## src/rtl/ibex_rf_write_ctrl.sv

```systemverilog
// ibex_rf_write_ctrl
// Write-port owner for the FPGA register file. After reset it sweeps zeros
// into x1..NUM_WORDS-1, because RAM-based storage has no reset. It then
// merges LSU and execute-stage writebacks into one registered write per
// cycle. The registered write stage is exported so the decoder can forward
// a value that has not yet landed in the RAM.
//
// Handshake: a request transfers on a rising edge where valid && ready.
// The requester holds valid, address and data stable until that edge.
// Readies depend only on the FSM state and lsu_valid_i, and never on
// ex_valid_i. The LSU has fixed priority, since load responses cannot stall.
module ibex_rf_write_ctrl #(
    parameter bit          RV32E     = 1'b0,
    parameter int unsigned DataWidth = 32
) (
    input  logic                 clk_i,
    input  logic                 rst_ni,
    input  logic                 ex_valid_i,
    input  logic [4:0]           ex_waddr_i,
    input  logic [DataWidth-1:0] ex_wdata_i,
    output logic                 ex_ready_o,
    input  logic                 lsu_valid_i,
    input  logic [4:0]           lsu_waddr_i,
    input  logic [DataWidth-1:0] lsu_wdata_i,
    output logic                 lsu_ready_o,
    output logic [4:0]           rf_waddr_o,
    output logic [DataWidth-1:0] rf_wdata_o,
    output logic                 rf_we_o,
    output logic                 init_done_o,
    output logic                 illegal_waddr_o
);

    localparam int unsigned NumWords = RV32E ? 16 : 32;
    // The counter is one bit wider than an address so that it can hold
    // NUM_WORDS. That value marks the idle cycle that ends the sweep.
    localparam logic [5:0]  DoneCnt  = 6'(NumWords);

    typedef enum logic {
        INIT = 1'b0,
        RUN  = 1'b1
    } state_e;

    state_e               state_q, state_d;
    logic [5:0]           clr_cnt_q, clr_cnt_d;
    logic [4:0]           rf_waddr_q, rf_waddr_d;
    logic [DataWidth-1:0] rf_wdata_q, rf_wdata_d;
    logic                 rf_we_q, rf_we_d;
    logic                 init_done_q, init_done_d;
    logic                 illegal_q, illegal_d;

    logic                 lsu_acc, ex_acc;
    logic [4:0]           acc_addr;
    logic [DataWidth-1:0] acc_data;
    logic                 addr_legal;

    // Arbitration: LSU always accepted in RUN; EX only when the LSU is idle.
    always_comb begin
        lsu_ready_o = (state_q == RUN);
        ex_ready_o  = (state_q == RUN) && !lsu_valid_i;
        lsu_acc     = lsu_valid_i && lsu_ready_o;
        ex_acc      = ex_valid_i && ex_ready_o;
        acc_addr    = lsu_acc ? lsu_waddr_i : ex_waddr_i;
        acc_data    = lsu_acc ? lsu_wdata_i : ex_wdata_i;
        // With RV32E, x16..x31 do not exist. Such writes are accepted and dropped.
        addr_legal  = !(RV32E && acc_addr[4]);
    end

    // Next state: clear sweep in INIT, then one registered write per accept.
    always_comb begin
        state_d     = state_q;
        clr_cnt_d   = clr_cnt_q;
        rf_waddr_d  = rf_waddr_q;
        rf_wdata_d  = rf_wdata_q;
        rf_we_d     = 1'b0;
        init_done_d = init_done_q;
        illegal_d   = 1'b0;
        unique case (state_q)
            INIT: begin
                if (clr_cnt_q == DoneCnt) begin
                    state_d     = RUN;
                    init_done_d = 1'b1;
                end else begin
                    rf_waddr_d = clr_cnt_q[4:0];
                    rf_wdata_d = '0;
                    rf_we_d    = 1'b1;
                    clr_cnt_d  = clr_cnt_q + 6'd1;
                end
            end
            RUN: begin
                init_done_d = 1'b1;
                if (lsu_acc || ex_acc) begin
                    rf_waddr_d = acc_addr;
                    rf_wdata_d = acc_data;
                    rf_we_d    = (acc_addr != 5'd0) && addr_legal;
                    illegal_d  = !addr_legal;
                end
            end
            default: state_d = INIT;
        endcase
    end

    // State and write-stage registers; a reset discards any in-flight write.
    always_ff @(posedge clk_i) begin
        if (!rst_ni) begin
            state_q     <= INIT;
            clr_cnt_q   <= 6'd1;
            rf_waddr_q  <= '0;
            rf_wdata_q  <= '0;
            rf_we_q     <= 1'b0;
            init_done_q <= 1'b0;
            illegal_q   <= 1'b0;
        end else begin
            state_q     <= state_d;
            clr_cnt_q   <= clr_cnt_d;
            rf_waddr_q  <= rf_waddr_d;
            rf_wdata_q  <= rf_wdata_d;
            rf_we_q     <= rf_we_d;
            init_done_q <= init_done_d;
            illegal_q   <= illegal_d;
        end
    end

    assign rf_waddr_o      = rf_waddr_q;
    assign rf_wdata_o      = rf_wdata_q;
    assign rf_we_o         = rf_we_q;
    assign init_done_o     = init_done_q;
    assign illegal_waddr_o = illegal_q;

endmodule

```

## config.mk

```make
export PLATFORM = sky130hd
export DESIGN_NAME = ibex_rf_write_ctrl
export DESIGN_NICKNAME = d
export VERILOG_FILES = /design/src/rtl/ibex_rf_write_ctrl.sv
export SDC_FILE = /design/constraint.sdc
export NUM_CORES = 1
export LEC_CHECK = 0
export BUFFER_PORTS_ARGS = -buffer_cell sky130_fd_sc_hd__buf_2
export CORE_ASPECT_RATIO = 0.7
export CORE_MARGIN = 4
export CORE_UTILIZATION = 48
export DETAILED_ROUTE_END_ITERATION = 6
export PLACE_DENSITY = 0.85
export SLEW_MARGIN = 20
export SYNTH_ARGS = -nofsm -noshare
export SYNTH_HDL_FRONTEND = slang
export SYNTH_SLANG_ARGS = --single-unit
```

## constraint.sdc

```tcl
create_clock -name clk_i -period 4.2 [get_ports clk_i]
set_input_delay 0.21 -clock clk_i [delete_from_list [all_inputs] [get_ports clk_i]]
set_output_delay 0.21 -clock clk_i [all_outputs]
set_load 0.02 [all_outputs]
```

# [Yosys cells after proc, flatten, opt, wreduce, memory -nomap -nowiden]
# Index checks and enable logic that the tools add are counted.
[totals] ff_bits=46 inputBits=78 output_inout_bits=42
[classes] add_sub_neg=1 eq_ne=4 mux=15 bitwise=2 n_reduce_logical=8
[op_table] operator="32-bit 2-to-1 mux" n=3
[op_table] operator="32-bit one-hot mux with 2 select lines" n=1
[op_table] operator="5-bit 2-to-1 mux" n=3
[op_table] operator="5-bit one-hot mux with 2 select lines" n=1
[op_table] operator="6-bit by 1-bit adder with 6-bit output, second input constant" n=1
[op_table] operator="6-bit == test, second input constant" n=1
[op_table] operator="1-bit 2-to-1 mux" n=5
[op_table] operator="5-bit nonzero test" n=1
[op_table] operator="2-bit != test, second input constant" n=2
[op_table] operator="1-bit one-hot mux with 2 select lines" n=2
[op_table] operator="2-bit AND reduction" n=2
[op_table] operator="1-bit logical AND" n=3
[op_table] operator="2-bit by 1-bit != test with 1-bit output, second input constant" n=1
[op_table] operator="1-bit NOT" n=2
[op_table] operator="1-bit logical NOT" n=1
[op_table] operator="1-bit logical OR" n=1

# [Depth between registers and ports, before layout]
# Gate-level depths: netlist (run 1).
[logic_depth] ltp_word=6 mapped_depth=6 ltp_nobuf=5

# [Least setup slack after synthesis (run 1)]
# No wires, ideal clock.
[synth_timing] kind="register to register" startpoint="register clr_cnt_q[0]" endpoint="register clr_cnt_q[0]" setup_time_ns=0.121 arrival_ns=1.433 required_time_ns=4.079 setup_slack_ns=2.647 path_stages_with_launch=6 path_buffers=0 path_cell_list="dfxtp_1 inv_1 ha_1 nor2b_1 a21oi_1 mux2_2"
[synth_between] elab_chain_len=3 word_cells_on_any_way=4
[synth_lines] element="start: declaration" line="44" text="logic [5:0] clr_cnt_q, clr_cnt_d;"
[synth_lines] element="start signal: assignment" line="114" text="clr_cnt_q <= clr_cnt_d;"
[synth_lines] element="branches (longest 3 deep; another with 6-bit by 1-bit adder with 6-bit output)"
# Parallel ways; which one is timed is not known.
# A chain may end at the register's enable or synchronous reset.

# [Worst setup path in the final report (run 1)]
[layout_timing] startpoint="register clr_cnt_q[2]" endpoint="register rf_wdata_q[22] (netlist: rf_wdata_o[22])"
[layout_between] elab_chain_len=3
[layout_lines] element="6-bit == test" line="79" text="if (clr_cnt_q == DoneCnt) begin"
[layout_lines] element="2-bit != test (no source line)"
[layout_lines] element="2-bit AND reduction (no source line)"
[layout_lines] element="end signal: assignment" line="116" text="rf_wdata_q <= rf_wdata_d;"
[layout_lines] element="end: declaration" line="46" text="logic [DataWidth-1:0] rf_wdata_q, rf_wdata_d;"
# No other way between the ends.

==> impl_metrics.json, run 1 <==
{
  "outcome": "completed",
  "layout.nets": 453,
  "place_hpwl_um": 4237,
  "finalSetupTns_ps": 0,
  "antenna_cells": 0,
  "leakage_nw": 1.437,
  "fmax_ghz": 0.5312,
  "drc": 0,
  "synth.avg_cell_area_um2": 8.181,
  "dp_cells": 421,
  "peakVddDrop_mv": 0.2205,
  "viasPerCell": 5.096,
  "ctsLongestPathBuffers": 2,
  "clock_latency_ps": 290,
  "finalClockSkew_ps": 7.057,
  "synth_cell_types": 29,
  "worstMarginPinSlew_ps": 683.0,
  "power.total_mw": 0.8658,
  "slew_headroom": 0.5447,
  "path_class": "reg -> reg",
  "synth_area_leader_cell": "dfxtp_1",
  "numPortBuffers": 118,
  "cts.sink_count": 46,
  "grt_setup_unrepaired": "no",
  "hold_path_depth": 4,
  "cts-root-buf": "clkbuf_8",
  "die_w_um": 89.23,
  "slowest_delay_ps": 720,
  "synth-edff-count": 0,
  "pin_count": 120,
  "seq_area_um2": 920.9,
  "wl_um": 5660,
  "initial_core_util": 0.5034,
  "synthCells": 271,
  "syn-num-nets": 351,
  "reg2reg_from": "clr_cnt_q[2]",
  "grt_overflow": 0,
  "place_congestion": 0.8274,
  "clk_pin_slew_ps": 80,
  "ant_nets": 0,
  "cap_violations": 0,
  "yosys_most_used_dff": "dfxtp_1",
  "grt_pass1_wl_um": 8783,
  "grt_pass1_vias": 2022,
  "cts.repair.resized": 0,
  "r2r_slack_ps": 2320,
  "final-max-slew-violation-count": 0,
  "finalSetupViolCount": 0,
  "grt_max_degree": 51,
  "hp-class": "in -> reg",
  "fillerInstances": 380,
  "layoutNonFillerInstCount": 429,
  "cts_setup_buffers": 0,
  "grt_usage": 0.1938,
  "power_density_nw_per_um2": 303.0,
  "fp-row-count": 20,
  "netlist.area_leader.share": 0.4153,
  "cts_tree": "yes",
  "multi_input_area_um2": 1137,
  "htree_levels": 2,
  "cp_slowest_cell": "a32o_2",
  "async_reset_ff_frac": 0,
  "synth_area_um2": 2217,
  "antenna_found_initial": 0,
  "yosys_warnings": 0,
  "drive_above_1_share": 0.3422,
  "min_from": "lsu_wdata_i[18]",
  "critPathMaxFanout": 32,
  "drt_iter0_markers": 66,
  "worstHoldEndpoint": "rf_wdata_o[18]",
  "die_h_um": 64.86,
  "seq_area_frac_synth": 0.4153,
  "core-area_um2": 4404,
  "die-area_um2": 5787,
  "drtPass1Iterations": 4,
  "worstSetupEndpointType": "flop",
  "required_ps": 4430,
  "synth_area_leaders": "dfxtp_1 (42%), a22o_1 (13%), nand2_1 (13%)",
  "num_vias": 2186,
  "worstReg2RegEnd": "rf_wdata_o[22]",
  "wl_per_cell_um": 13.19,
  "fin_crit_sh": 0.4482,
  "crit_chain": "nor3b_1 > a32o_2 > a22o_1",
  "cp-start-kind": "flop",
  "cp_data_arrival_time_ps": 2110,
  "final_hold_viol_count": 0,
  "synth-seq-cells": 46,
  "syn_to_final_growth_pct": 28.89,
  "cts-buffers-inserted": 5,
  "r2r.worst_path.cells": 3,
  "period_minus_slack_ps": 1883,
  "postCtsHoldBufs": 0
}
-- flip-flops by register name, indices dropped and copies added (netlist names) --
register,cells
clr_cnt_q,6
init_done_o,1
lsu_ready_o,1
rf_waddr_o,5
rf_wdata_o,32
rf_we_o,1
-- per-layer routing --
metal  wire length [µm]  vias up  GRT usage
met3                568        6    0.06734
met2               2402       89     0.3171
met4                 67        0    0.05576
li1                   -     1142          -
met5                  0        -          0
met1               2622      949     0.2398
-- synthesized netlist by cell type, types with 3 or more instances --
cell type,number
inv_1,5
a21o_1,5
clkbuf_1,15
nor2b_1,3
mux2i_1,11
nand2_1,75
o21ai_0,39
a22o_1,33
buf_6,5
nor2_1,5
buf_2,4
dfxtp_1,46
a21oi_1,4
-- layout make-up --
| cell class | instances | area share |
|---|---|---|
| clock buffer | 7 | 0.02671 |
| clock inverter | 1 | 0.01051 |
| inverter | 5 | 0.006567 |
| multi-input combinational | 195 | 0.3980 |
| sequential | 46 | 0.3222 |
| tap | 55 | 0.02408 |
| timing repair buffer | 120 | 0.2119 |
-- cell usage in the layout (no fill, tap or decap), drive strengths merged, types with 2 or more instances in the layout --
cell,count
a22o,33
dfxtp,46
a32o,2
nor2b,3
xor2,2
nand4b,2
o21ai,39
nor3b,2
nand2,75
ha,2
nor2,5
mux2i,11
inv,5
a21oi,4
clkbuf,7
buf,120
or3,2
a21o,5
-- cells by family after synthesis --
family                     count (synthesis)  share of synthesized area
AOI/OAI and AO/OA                         84                     0.2590
xor gates and xnor gates                   2                   0.007902
adders and majority gates                  2                    0.01128
buffers and inverters                     30                    0.07167
DFF                                       46                     0.4153
muxes                                     12                    0.05474
other                                      1                   0.001691
and+or+nand+nor                           94                     0.1783
-- critical path, delay by kind of cell, from the launching register on --
kind | cells | cell delay (ps)
compound gates | 2 | 980
simple gates | 1 | 460
flops | 1 | 370
-- where the power goes --
part / switching [mW] / leakage (nW) / internal [mW]
logic: 0.0559 / 1.01 / 0.0502
registers: 0.00629 / 0.372 / 0.442
clock network: 0.133 / 0.0524 / 0.178
total: 0.196 / 1.44 / 0.670
-- stage by stage --
step             util  hold WS, ps  setup slack [ps]  cell area (µm²)
2_1_floorplan       -        431.6              2647             2217
3_3_place_gp   0.6247        437.3              2482             2751
3_5_place_dp   0.6247        438.3              2378             2751
4_1_cts        0.6489        225.6              2345             2858
5_1_grt        0.6489        227.9              2175             2858
6_report       0.6489        233.8              2317             2858
-- how the worst max path moves through the flow --
| stage | endpoint | slack (ps) | cells after the start | from |
|---|---|---|---|---|
| after floorplan | clr_cnt_q[0] | 2650 | 5 | clr_cnt_q[0] |
| after detailed placement | rf_wdata_o[22] | 2380 | 3 | lsu_ready_o |
| after CTS | rf_wdata_o[22] | 2350 | 3 | lsu_ready_o |
| final | rf_wdata_o[22] | 2320 | 3 | clr_cnt_q[2] |
| after global routing | rf_wdata_o[22] | 2170 | 3 | lsu_ready_o |
| after global placement | rf_wdata_o[27] | 2480 | 3 | lsu_ready_o |
Note: power is estimated with default switching activity, not from simulation.
==> inputs of run 2 (changes only) <==
Settings changed: ABC_AREA set to 1, CORE_UTILIZATION 48 to 43, PLACE_DENSITY 0.85 to 0.77.
Clock period 4.2 ns to 1.7 ns, I/O delays scaled along.
==> run 2 against run 1 <==
  * Sequential share of layout area down 5.7 points
  * Cell count up 48%
  * Combinational power up 120%
  * Critical endpoint is now clr_cnt_q[0]
  * Largest cell class unchanged
  * Largest power group unchanged
  * Highest routed layer unchanged
==> impl_metrics.json, run 2 <==
{
  "outcome": "completed",
  "reg2reg_from": "clr_cnt_q[0]",
  "syn_to_final_growth_pct": 27.72,
  "crit_chain": "inv_1 > ha_1 > nand3_2 > nand2_2 > buf_12 > inv_1 > nand2_1 > nand3_1",
  "cts.repair.resized": 0,
  "grt_usage": 0.1968,
  "synth.avg_cell_area_um2": 5.968,
  "clkPwrFrac": 0.382,
  "critPathMaxFanout": 43,
  "finalClockSkew_ps": 12.75,
  "synth_cell_types": 19,
  "htree_levels": 2,
  "fp-row-count": 23,
  "synthTopCellsByCount": "nand2_1 (133), nand3_1 (84), inv_1 (55)",
  "grt_overflow": 0,
  "switching_share": 0.2460,
  "postCtsHoldBufs": 0,
  "cts_setup_buffers": 0,
  "path_class": "reg -> reg",
  "final-max-slew-violation-count": 0,
  "drtPass1Iterations": 5,
  "syn-num-nets": 536,
  "grt_max_degree": 48,
  "async_reset_ff_frac": 0,
  "cp_slowest_cell": "dfxtp_1",
  "pre_cts_slack_ps": 270.8,
  "peakVddDrop_mv": 0.3056,
  "finalSetupTns_ps": 0,
  "grt-busiest-layer": "met2",
  "synth.most_common_cell": "nand2_1",
  "yosys_warnings": 0,
  "layout.nets": 638,
  "place_congestion": 0.8713,
  "initial_core_util": 0.4591,
  "hold_path_depth": 5,
  "pin_count": 120,
  "cap_violations": 0,
  "synth_area_leader_cell": "dfxtp_1",
  "slew_headroom": 0.5916,
  "combPwrFrac": 0.106,
  "r2r_slack_ps": 240,
  "die_h_um": 74.56,
  "place_hpwl_um": 5596,
  "required_ps": 1870,
  "finalSetupViolCount": 0,
  "seq_area_frac_synth": 0.3384,
  "cts-buffers-inserted": 5,
  "clock_latency_ps": 310,
  "wl_um": 7515,
  "cts.sink_count": 46,
  "netlist.area_leader.share": 0.3384,
  "fmax_ghz": 0.6866,
  "ctsLongestPathBuffers": 2,
  "power.total_mw": 2.176,
  "cts_tree": "yes",
  "use_met1": 0.2661,
  "worst_slack_ps": 243.6,
  "worstSetupEndpointType": "flop",
  "slowest_delay_ps": 370,
  "grt_pass1_wl_um": 12050,
  "synth_area_leaders": "dfxtp_1 (34%), nand2_1 (18%), nand3_1 (15%)",
  "power_frac_seq": 0.511,
  "leakage_nw": 1.813,
  "grt_pass1_vias": 2651,
  "r2r.worst_path.cells": 8,
  "worst_path_most_repeated_cell": "inv_1",
  "largest_register_ff_count": 32,
  "final_cell_mix": "nand2_1 (133), buf_2 (118), nand3_1 (84)",
  "synth-edff-count": 0,
  "layout_commonest_cell": "nand2_1",
  "drc": 0,
  "hp-class": "in -> reg",
  "min_from": "ex_wdata_i[20]",
  "worstReg2RegEnd": "clr_cnt_q[0]",
  "clk_pin_slew_ps": 100,
  "use_met2": 0.3213,
  "synth_area_um2": 2721,
  "antenna_found_initial": 0,
  "cp_data_arrival_time_ps": 1630,
  "synth-seq-cells": 46,
  "cp-start-kind": "flop",
  "globalRouteMet3Util": 0.03936,
  "worstMarginPinSlew_ps": 612.6,
  "viasPerCell": 4.757,
  "grt_setup_unrepaired": "no",
  "internal-power_mw": 1.641,
  "wl_per_cell_um": 11.85,
  "num_vias": 3016,
  "power_density_nw_per_um2": 626.1,
  "drive_above_1_share": 0.2558,
  "synthCells": 456,
  "period_minus_slack_ps": 1456,
  "core-area_um2": 5928,
  "antenna_cells": 0,
  "final_hold_viol_count": 0,
  "fin_crit_sh": 0.8567,
  "numPortBuffers": 118,
  "yosys_most_used_dff": "dfxtp_1",
  "die_w_um": 103.1,
  "worstHoldEndpoint": "rf_wdata_o[20]",
  "drt_iter0_markers": 131,
  "cts-root-buf": "clkbuf_8",
  "die-area_um2": 7686,
  "ant_nets": 0,
  "p_sw_mw": 0.5354
}
-- run 2: cell count changes after synthesis, moves of 35 or more --
cell / previous run / this run
o21ai_0: 39 / 2
nand3_1: 1 / 84
a21oi_1: 4 / 39
inv_1: 5 / 55
nor2_1: 5 / 50
nand2_1: 75 / 133
-- run 2: worst max-delay path: cells and delay by family (launching register included) --
family | cells | cell delay, ps
flops | 1 | 370
simple gates | 4 | 360
buf+inv | 3 | 410
fa+ha+maj | 1 | 170
-- run 2: logic make-up (layout without fill, tap and decap cells) --
| logic type | Yosys count | in the layout | share of synthesized area |
|---|---|---|---|
| AO/OA/AOI/OAI | 43 | 43 | 0.07908 |
| XOR/XNOR | 2 | 2 | 0.006438 |
| AND/OR/NAND/NOR | 271 | 271 | 0.4175 |
| other | 1 | 1 | 0.001378 |
| adder cells (fa/ha/maj) | 2 | 2 | 0.009194 |
| flip-flops | 46 | 46 | 0.3384 |
| buffers and inverters | 91 | 194 | 0.1480 |
-- run 2: how the worst max path moves through the flow --
stage | startpoint | end | slack (ps) | cells past startpoint
5_1_grt | clr_cnt_q[0] | clr_cnt_q[0] | 110 | 8
6_report | clr_cnt_q[0] | clr_cnt_q[0] | 240 | 8
3_3_place_gp | clr_cnt_q[0] | rf_wdata_o[28] | 370 | 7
4_1_cts | lsu_ready_o | ex_ready_o | 240 | 3
3_5_place_dp | clr_cnt_q[0] | clr_cnt_q[0] | 270 | 8
2_1_floorplan | lsu_ready_o | rf_wdata_o[1] | 400 | 8
-- run 2: per-layer routing --
metal | share of wire | wire length, µm
met3 | 0.075 | 565
met5 | 0 | 0
met1 | 0.45 | 3389
met4 | 0.0068 | 51
met2 | 0.47 | 3509
-- run 2: power by group through the flow --
| stage | Sequential [mW] | Clock, mW | Combinational [mW] |
|---|---|---|---|
| final | 1.11 | 0.832 | 0.231 |
| after global routing | 1.12 | 0.897 | 0.261 |
| after CTS | 1.11 | 0.847 | 0.232 |
| after detailed placement | 1.14 | 0 | 0.231 |
| after global placement | 1.14 | 0 | 0.226 |
| after floorplan | 1.14 | 0 | 0.104 |
-- run 2: final cells by class --
type	instances	area (µm²)
Clock buffer	5	68.82
Clock inverter	3	45.04
Fill cell	585	2452
Inverter	57	214.0
Multi-Input combinational cell	319	1409
Sequential cell	46	922.1
Tap cell	75	93.84
Timing Repair Buffer	129	723.2
-- run 2: stage by stage --
stage | instances | util | instance area, µm² | hold WS (ps)
floorplan | 456 | - | 2721 | 304.8
global placement | 626 | 0.5671 | 3362 | 399.6
global route | 634 | 0.5863 | 3476 | 90.87
finish | 634 | 0.5863 | 3476 | 73.91
CTS | 634 | 0.5863 | 3476 | 80.46
detailed placement | 626 | 0.5671 | 3362 | 404.0
